<file path="config.mk">
export PLATFORM = sky130hd
export DESIGN_NAME = sdram_axi_tester
export DESIGN_NICKNAME = d
export VERILOG_FILES = /design/src/rtl/sdram_test_pkg.sv /design/src/rtl/sdram_axi_tester.sv
export SDC_FILE = /design/constraint.sdc
export NUM_CORES = 1
export LEC_CHECK = 0
export BUFFER_PORTS_ARGS = -buffer_cell sky130_fd_sc_hd__clkbuf_2
export CAP_MARGIN = 20
export CORE_UTILIZATION = 25
export CTS_BUF_LIST = sky130_fd_sc_hd__clkbuf_8 sky130_fd_sc_hd__clkbuf_16
export DETAILED_ROUTE_END_ITERATION = 10
export HOLD_SLACK_MARGIN = 0.03
export PLACE_DENSITY = 0.56
export SLEW_MARGIN = 20
export SYNTH_ARGS = -nofsm -noshare
export SYNTH_HDL_FRONTEND = slang
export SYNTH_SLANG_ARGS = --single-unit
</file>
<file path="constraint.sdc">
create_clock -name ACLK -period 10.9 [get_ports ACLK]
set_input_delay 2.18 -clock ACLK [delete_from_list [all_inputs] [get_ports ACLK]]
set_output_delay 2.18 -clock ACLK [all_outputs]
set_load 0.05 [all_outputs]
</file>
<file path="src/rtl/sdram_test_pkg.sv">
// sdram_test_pkg: shared states, AXI constants and the test pattern for sdram_axi_tester
package sdram_test_pkg;
  typedef enum logic [2:0] {IDLE, WR_ADDR, WR_DATA, WR_RESP, RD_ADDR, RD_DATA, DONE} state_t;
  localparam logic [1:0] AXI_BURST_INCR = 2'b01;
  localparam logic [2:0] AXI_SIZE_4B    = 3'b010;
  localparam logic [1:0] AXI_RESP_OKAY  = 2'b00;
  function automatic logic [31:0] pattern(input logic [31:0] addr, input logic [31:0] seed);
    return addr ^ seed;
  endfunction
endpackage

</file>
<file path="src/rtl/sdram_axi_tester.sv">
// sdram_axi_tester: AXI4 burst master that writes an address-derived pattern, reads it back and counts mismatches
module sdram_axi_tester
  import sdram_test_pkg::*;
#(
  parameter logic [31:0] ADDR_BASE = 32'h0000_0000,
  parameter int          WORDS     = 4096,
  parameter int          BURST_LEN = 16,
  parameter logic [31:0] SEED      = 32'hA5C3_0F1E
) (
  input  logic        ACLK,
  input  logic        ARST,
  input  logic        start,
  output logic        m_awvalid,
  input  logic        m_awready,
  output logic [31:0] m_awaddr,
  output logic [7:0]  m_awlen,
  output logic [2:0]  m_awsize,
  output logic [1:0]  m_awburst,
  output logic        m_wvalid,
  input  logic        m_wready,
  output logic [31:0] m_wdata,
  output logic [3:0]  m_wstrb,
  output logic        m_wlast,
  input  logic        m_bvalid,
  input  logic [1:0]  m_bresp,
  output logic        m_bready,
  output logic        m_arvalid,
  input  logic        m_arready,
  output logic [31:0] m_araddr,
  output logic [7:0]  m_arlen,
  output logic [2:0]  m_arsize,
  output logic [1:0]  m_arburst,
  input  logic        m_rvalid,
  input  logic [31:0] m_rdata,
  input  logic [1:0]  m_rresp,
  input  logic        m_rlast,
  output logic        m_rready,
  output logic        busy,
  output logic        done,
  output logic        pass,
  output logic [15:0] err_count,
  output logic [31:0] first_err_addr
);
  localparam logic [31:0] BURST_BYTES = 32'(BURST_LEN * 4);
  localparam logic [31:0] END_ADDR    = ADDR_BASE + 32'(WORDS * 4);
  localparam logic [7:0]  LAST_BEAT   = 8'(BURST_LEN - 1);
  state_t      state_q;
  logic [31:0] cur_addr_q, first_err_addr_q;
  logic [7:0]  beat_q;
  logic [15:0] err_count_q;
  logic        awvalid_q, wvalid_q, bready_q, arvalid_q, rready_q, busy_q, done_q;
  logic [31:0] beat_addr, next_addr, err_addr;
  logic        last_beat, wrap, err_hit;
  assign beat_addr = cur_addr_q + {22'd0, beat_q, 2'b00};
  assign next_addr = cur_addr_q + BURST_BYTES;
  assign wrap      = next_addr == END_ADDR;
  assign last_beat = beat_q == LAST_BEAT;
  // a read beat with several faults still counts once
  assign err_hit   = state_q == WR_RESP ? m_bvalid && m_bresp != AXI_RESP_OKAY
                   : state_q == RD_DATA && m_rvalid &&
                     (m_rdata != pattern(beat_addr, SEED) || m_rresp != AXI_RESP_OKAY || m_rlast != last_beat);
  assign err_addr  = state_q == WR_RESP ? cur_addr_q : beat_addr;
  always_ff @(posedge ACLK) begin
    if (ARST) begin
      state_q          <= IDLE;
      cur_addr_q       <= ADDR_BASE;
      beat_q           <= '0;
      err_count_q      <= '0;
      first_err_addr_q <= '0;
      awvalid_q        <= 1'b0;
      wvalid_q         <= 1'b0;
      bready_q         <= 1'b0;
      arvalid_q        <= 1'b0;
      rready_q         <= 1'b0;
      busy_q           <= 1'b0;
      done_q           <= 1'b0;
    end else begin
      case (state_q)
        IDLE, DONE: if (start) begin
          state_q          <= WR_ADDR;
          cur_addr_q       <= ADDR_BASE;
          awvalid_q        <= 1'b1;
          busy_q           <= 1'b1;
          done_q           <= 1'b0;
          err_count_q      <= '0;
          first_err_addr_q <= '0;
        end
        WR_ADDR: if (m_awready) begin
          awvalid_q <= 1'b0;
          wvalid_q  <= 1'b1;
          beat_q    <= '0;
          state_q   <= WR_DATA;
        end
        WR_DATA: if (m_wready) begin
          beat_q <= beat_q + 8'd1;
          if (last_beat) begin
            wvalid_q <= 1'b0;
            bready_q <= 1'b1;
            state_q  <= WR_RESP;
          end
        end
        WR_RESP: if (m_bvalid) begin
          bready_q   <= 1'b0;
          cur_addr_q <= wrap ? ADDR_BASE : next_addr;
          arvalid_q  <= wrap;
          awvalid_q  <= !wrap;
          state_q    <= wrap ? RD_ADDR : WR_ADDR;
        end
        RD_ADDR: if (m_arready) begin
          arvalid_q <= 1'b0;
          rready_q  <= 1'b1;
          beat_q    <= '0;
          state_q   <= RD_DATA;
        end
        RD_DATA: if (m_rvalid) begin
          beat_q <= beat_q + 8'd1;
          if (last_beat) begin
            rready_q   <= 1'b0;
            cur_addr_q <= wrap ? cur_addr_q : next_addr;
            arvalid_q  <= !wrap;
            busy_q     <= !wrap;
            done_q     <= wrap;
            state_q    <= wrap ? DONE : RD_ADDR;
          end
        end
        default: state_q <= IDLE;
      endcase
      if (err_hit) begin
        if (err_count_q != 16'hFFFF) err_count_q <= err_count_q + 16'd1;
        if (err_count_q == 16'd0) first_err_addr_q <= err_addr;
      end
    end
  end
  assign m_awvalid      = awvalid_q;
  assign m_awaddr       = cur_addr_q;
  assign m_awlen        = LAST_BEAT;
  assign m_awsize       = AXI_SIZE_4B;
  assign m_awburst      = AXI_BURST_INCR;
  assign m_wvalid       = wvalid_q;
  assign m_wdata        = pattern(beat_addr, SEED);
  assign m_wstrb        = 4'hF;
  assign m_wlast        = last_beat;
  assign m_bready       = bready_q;
  assign m_arvalid      = arvalid_q;
  assign m_araddr       = cur_addr_q;
  assign m_arlen        = LAST_BEAT;
  assign m_arsize       = AXI_SIZE_4B;
  assign m_arburst      = AXI_BURST_INCR;
  assign m_rready       = rready_q;
  assign busy           = busy_q;
  assign done           = done_q;
  assign pass           = done_q && err_count_q == 16'd0;
  assign err_count      = err_count_q;
  assign first_err_addr = first_err_addr_q;
endmodule

</file>
==> impl_results.md, run 1 <==
- Die span in y: 173 um
- Run status: completed
- Leading register cell type out of synthesis: dfxtp_1
- Peak supply drop: 0.0000868 V
- Number of storage elements in the synthesis netlist: 92
- Fin Setup TNS: 0 ps
- Antenna violations before repair: 1
- DRT Wirelength: 26,200 um
- Post-Place Worst Slack: 5310 ps
- Worst slew margin relative to its limit: 0.372
- Kind of end point of the critical path: output port
- Top routing layer in use: met4
- Overall die width: 173 um
- Cell with the biggest individual delay on the critical path: o21a_1
- Number of violations of the max-capacitance limit: 0
- Sum of net half-perimeters after detailed placement: 20,100 um
- Slowest stage delay, CP: 770 ps
- Drc violations: 0
- Largest net degree at the start of global routing: 60
- Sequential cell area fraction in the yosys report: 0.253
- Post-cts repair resize count: 0
- Post-layout nets: 1,113
- Ys async rst share: 0
- Shortest period the worst path allows: 5740 ps
- Insertion delay to the later sink of the worst-skew pair: 360 ps
- Setup violation total in the final timing report: 0
- Fill count: 3,170
- Number of placement rows: 62
- Area of the core region: 28,700 um2
- Number of global-route vias before repair: 6,444
- Initial cell density of the core: 0.254
- Most used cells in the layout excluding fill and tap cells: clkbuf_2, dfxtp_1, nand2_1
- Data required time at the worst endpoint: 8720 ps
- Number of enable flip-flop cells after synthesis: 0
- PD cells: 108 nW/um2
- Average cell area after synthesis: 7.65 um2
- Buffers added on ports: 183
- Final critical-path share of the clock period: 0.526
- Maximum net fanout on the critical path: 20
- TritonCTS clock tree: done
- Unrepaired setup endpoints after global routing: false
- Count of boundary I/O pins: 228
- Total GRT Usage: 0.172
- H-Tree Level Count: 3
- Maximum count of clock buffers along a single path: 2
- Wire length of the first global-routing pass: 39,500 um
- Final estimated routing congestion in global placement: 0.952
- Grt ovf: 0
- Area grow syn2layout: 14.8%
- Total of hold buffers inserted after clock tree synthesis: 0
- Gate count of the mapped netlist: 953
- Clock tree skew after final layout: 11.0 ps
- Mean number of vias per cell: 5.13
- Number of distinct library cell variants in the gate-level netlist after synthesis: 83
- Transition time at the pin with the least slew margin: 939 ps
- Upper clock frequency limit: 0.174 GHz
- Most frequent standard cell in the layout excluding fill and tap cells: clkbuf_2
- Startpoint type of the worst setup path: flop
- DR iter-0 viols: 798
- Final slew viol count: 0
- Clock sinks: 92
- Number of search-and-repair iterations in the first detailed-routing pass: 5
- Critical path type: flop to output port
- Chain of cells forming the critical path: ha_1 > a21oi_1 > o21a_1 > nor2_1 > nand2_1 > xor2_1 > inv_1 > clkbuf_2
- Count of vias placed by the detailed router: 7,437
- Least setup slack across all paths after layout: 5160 ps
- Hold slack final: 466 ps
- Crit path arrival time: 3560 ps
- Yosys Warn Count: 0
- CTS clk-pin slew, worst paths: 70 ps
- Routed wire length on met2: 12,000 um
- Buffers inserted during post-CTS setup optimization: 0
- Met3 wirelength from detailed routing: 2110 um
- M1 wire length: 11,600 um
- Clock root buffer master: clkbuf_16
- Total CTS buffers: 9
- Die area: 29,800 um2
- Class of the tightest hold or removal check: flop to flop
- Cell area after technology mapping: 7290 um2
- Antenna Violating Nets Remaining: 0
- Detailed-route wire length per cell: 18.1 um
- Layout cell share with drive strength beyond 1: 0.226
- Final-report hold violation count: 0
- Static power due to leakage: 0.00335 uW
[per-layer routing]
metal	track usage	up-vias
met5	0	-
met3	0.0413	26
li1	-	3512
met1	0.234	3527
met4	0.0446	0
met2	0.269	372
[metrics by stage]
stage / utilization / cells / cell area [um2] / total power [uW]
final: 0.291 / 1449 / 8370 / 908
after detailed placement: 0.280 / 1432 / 8030 / 556
after global placement: 0.280 / 1432 / 8030 / 555
after floorplan: - / 995 / 7440 / 522
after global routing: 0.291 / 1449 / 8370 / 946
after CTS: 0.291 / 1448 / 8360 / 913
[sequential cells by signal, summed over array words and instances (netlist names)]
register and flops:
err_count 16, beat_q 8, m_bready 1, m_araddr 26, done 1, m_rready 1
first_err_addr 32, busy 1, m_awvalid 1, m_wvalid 1, state_q 3, m_arvalid 1
[critical path: cells and delay by family (launching register included)]
family | cells | cell delay (ps)
adder cells (fa/ha/maj) | 1 | 370
flip-flops | 1 | 570
XOR/XNOR | 1 | 350
buffers and inverters | 2 | 350
AO/OA/AOI/OAI | 2 | 1070
AND/OR/NAND/NOR | 2 | 480
[path summary, 6_finish.rpt]
kind                            slack, ps  depth (start not counted)          startpoint                 end
worst max-delay path                 5160                          8         m_araddr[7]         m_wdata[21]
worst min-delay path                  470                          2  first_err_addr[19]  first_err_addr[19]
worst max register to register       5820                         10        m_araddr[14]        m_araddr[27]
worst min register to register        470                          2  first_err_addr[19]  first_err_addr[19]
[area by class of cell]
cell class	count	area, um2	share of cell area
diodes	1	2.50	0.000299
clock buffers	9	225	0.0269
clock inverters	7	104	0.0124
inverters	30	113	0.0135
multi-input cells	737	4640	0.554
flip-flops and latches	92	1840	0.220
well taps	384	480	0.0574
repair buffers	189	961	0.115
[power breakdown]
group	switching (uW)	internal, uW	leakage, uW
combinational	146	44.9	0.00245
clock	152	204	0.000155
sequential	15.6	344	0.000742
[cells by family after synthesis]
group,Yosys count,share of synthesized area
simple gates,373,0.276
compound gates,214,0.202
buf+inv,166,0.134
flops,92,0.253
xor+xnor,90,0.108
fa+ha+maj,9,0.0155
mux,7,0.0106
other cells,2,0.00103
[synthesized netlist by cell type (16+ instances only)]
library cell	n	area share
a21oi_1	43	0.030
buf_2	22	0.015
buf_4	73	0.075
clkbuf_1	32	0.016
dfxtp_1	92	0.25
inv_1	30	0.015
nand2_1	83	0.043
nand2b_1	16	0.014
nand3_1	44	0.030
nand4_1	18	0.015
nor2_1	82	0.042
nor3_1	35	0.024
o21ai_0	42	0.029
o31ai_1	21	0.022
or3_1	16	0.014
xnor2_1	56	0.067
xor2_1	34	0.041
(Power assumes the default switching activity.)
==> inputs of run 2 (changes only) <==
- clock period: 10.9 -> 5.6 ns (I/O delays scaled with it)
==> run 2 against run 1 <==
Net effect:
- final area down 0.18%
- sequential share of layout area about the same
- core utilization down 0.052 points
- worst setup slack worse by 4600 ps
- hold slack worse by 2.4 ps
- power up 87%
- combinational power up 96%
==> impl_results.md, run 2 (synthesis gave the netlist of run 1 again) <==
- Total of hold buffers inserted after clock tree synthesis: 0
- Final slew viol count: 0
- Wire length of the first global-routing pass: 40,000 um
- H-Tree Level Count: 3
- Post-layout nets: 1,117
- Area grow syn2layout: 14.6%
- Critical path type: flop to flop
- Number of global-route vias before repair: 6,462
- Fill count: 3,188
- Most used cells in the layout excluding fill and tap cells: clkbuf_2, dfxtp_1, nand2_1
- Total CTS buffers: 9
- Maximum net fanout on the critical path: 45
- Slowest stage delay, CP: 840 ps
- Upper clock frequency limit: 0.200 GHz
- Crit path arrival time: 5300 ps
- Run status: completed
- Data required time at the worst endpoint: 5900 ps
- Final critical-path share of the clock period: 0.892
- Cell with the biggest individual delay on the critical path: o21a_1
- Seq pwr share: 0.412
- Unrepaired setup endpoints after global routing: false
- Number of violations of the max-capacitance limit: 0
- Static power due to leakage: 0.00336 uW
- Class of the tightest hold or removal check: flop to flop
- ANT cells: 0
- Number of search-and-repair iterations in the first detailed-routing pass: 5
- Buffers added on ports: 183
- Number of placement rows: 62
- Peak supply drop: 0.000154 V
- Chain of cells forming the critical path: ha_1 > a21oi_1 > o21a_1 > nor2_2 > xnor2_1 > a2111oi_0 > nand4_1 > or4_1 > nand3_4 > mux2_2 > nor2_1
- Final cell area excluding filler cells: 8350 um2
- Initial cell density of the core: 0.254
- DRT Wirelength: 26,700 um
- Fin Setup TNS: 0 ps
- Insertion delay to the later sink of the worst-skew pair: 360 ps
- Detailed-route wire length per cell: 18.4 um
- Startpoint type of the worst setup path: flop
- Most frequent standard cell in the layout excluding fill and tap cells: clkbuf_2
- Sum of net half-perimeters after detailed placement: 20,700 um
- Layout cell share with drive strength beyond 1: 0.228
- Clock network fraction of total power: 0.368
- Maximum count of clock buffers along a single path: 2
- End-of-flow core utilization: 0.291
- Antenna Violating Nets Remaining: 0
- Largest net degree at the start of global routing: 46
- Worst slew margin relative to its limit: 0.239
- Net switching share of the total power: 0.369
- Shortest period the worst path allows: 5000 ps
- Overall die width: 173 um
- Setup violation total in the final timing report: 0
- Die area: 29,800 um2
- Grt ovf: 0
- Area of the core region: 28,700 um2
- Transition time at the pin with the least slew margin: 1130 ps
- Buffers inserted during post-CTS setup optimization: 0
- Clock sinks: 92
- DR iter-0 viols: 839
- Total GRT Usage: 0.175
- Number of flip-flops in the largest register: 32
- Clock tree skew after final layout: 12.0 ps
- Family with the most delay on the worst path: simple AND/OR/NAND/NOR gates
- Antenna violations before repair: 0
- Switching pwr: 628 uW
- Final estimated routing congestion in global placement: 0.953
- Logic gate share of total power: 0.221
- Clock root buffer master: clkbuf_16
- Worst Path Buf+Inv: 0
- Post-cts repair resize count: 0
- Total internal power: 1070 uW
- Cell area after placement: 8060 um2
- Final-report hold violation count: 0
- Count of vias placed by the detailed router: 7,441
- Drc violations: 0
- PD cells: 204 nW/um2
- CTS clk-pin slew, worst paths: 80 ps
- Mean number of vias per cell: 5.12
- TritonCTS clock tree: done
- Count of boundary I/O pins: 228
- Die span in y: 173 um
- Kind of end point of the critical path: flop
==> run 2: cell count changes in the layout (fill, tap and decap cells not counted) <==
cell and delta:
buf_4 +4, bufinv_16 -2, clkinvlp_4 -2, clkinv_2 +1
clkinv_4 +1, clkinv_8 +1, diode_2 -1, inv_6 +1
nor4_1 +1, nor4_2 -1
==> run 2: worst reg2reg max path, cell delays in order (launching register included) <==
cell,delay (ps)
dfxtp_1,550
ha_1,350
a21oi_1,270
o21a_1,840
nor2_2,230
xnor2_1,260
a2111oi_0,560
nand4_1,160
or4_1,750
nand3_4,490
mux2_2,390
nor2_1,80
==> run 2: metrics by stage <==
stage          hold slack (ps)  setup slack (ps)  std cells  power [uW]
2_1_floorplan              476              1220        995        1020
3_3_place_gp               457               778       1436        1090
3_5_place_dp               456               704       1436        1090
4_1_cts                    467               692       1452        1710
5_1_grt                    492               407       1452        1770
6_report                   464               603       1452        1700
==> run 2: power groups by stage <==
stage | Combinational (uW) | Clock [uW] | Sequential [uW]
after CTS | 373 | 637 | 699
after floorplan | 284 | 0 | 732
final | 375 | 625 | 700
after global routing | 402 | 662 | 704
after detailed placement | 372 | 0 | 715
after global placement | 372 | 0 | 715
==> run 2: path summary, 6_finish.rpt <==
kind / start / end / slack (ps) / cells after the start
setup / recovery: m_araddr[7] / first_err_addr[5] / 600 / 11
hold / removal: first_err_addr[19] / first_err_addr[19] / 460 / 2
setup reg to reg: m_araddr[7] / first_err_addr[5] / 600 / 11
hold reg to reg: first_err_addr[19] / first_err_addr[19] / 460 / 2
==> run 2: area by class of cell <==
| class | count | area (um2) | share of cell area |
|---|---|---|---|
| clock buffer | 9 | 225 | 0.0270 |
| inverter | 30 | 113 | 0.0135 |
| multi-input combinational | 737 | 4630 | 0.555 |
| tap | 384 | 480 | 0.0575 |
| sequential | 92 | 1840 | 0.221 |
| timing repair buffer | 193 | 991 | 0.119 |
| clock inverter | 7 | 67.6 | 0.00809 |
==> run 2: layer usage <==
layer	up-vias	routed length, um	global-route usage	part of all wire
met5	-	0	0	0
met4	0	486	0.0490	0.018
met3	29	2060	0.0336	0.077
met2	373	12200	0.277	0.46
met1	3521	11900	0.240	0.45
li1	3518	-	-	-
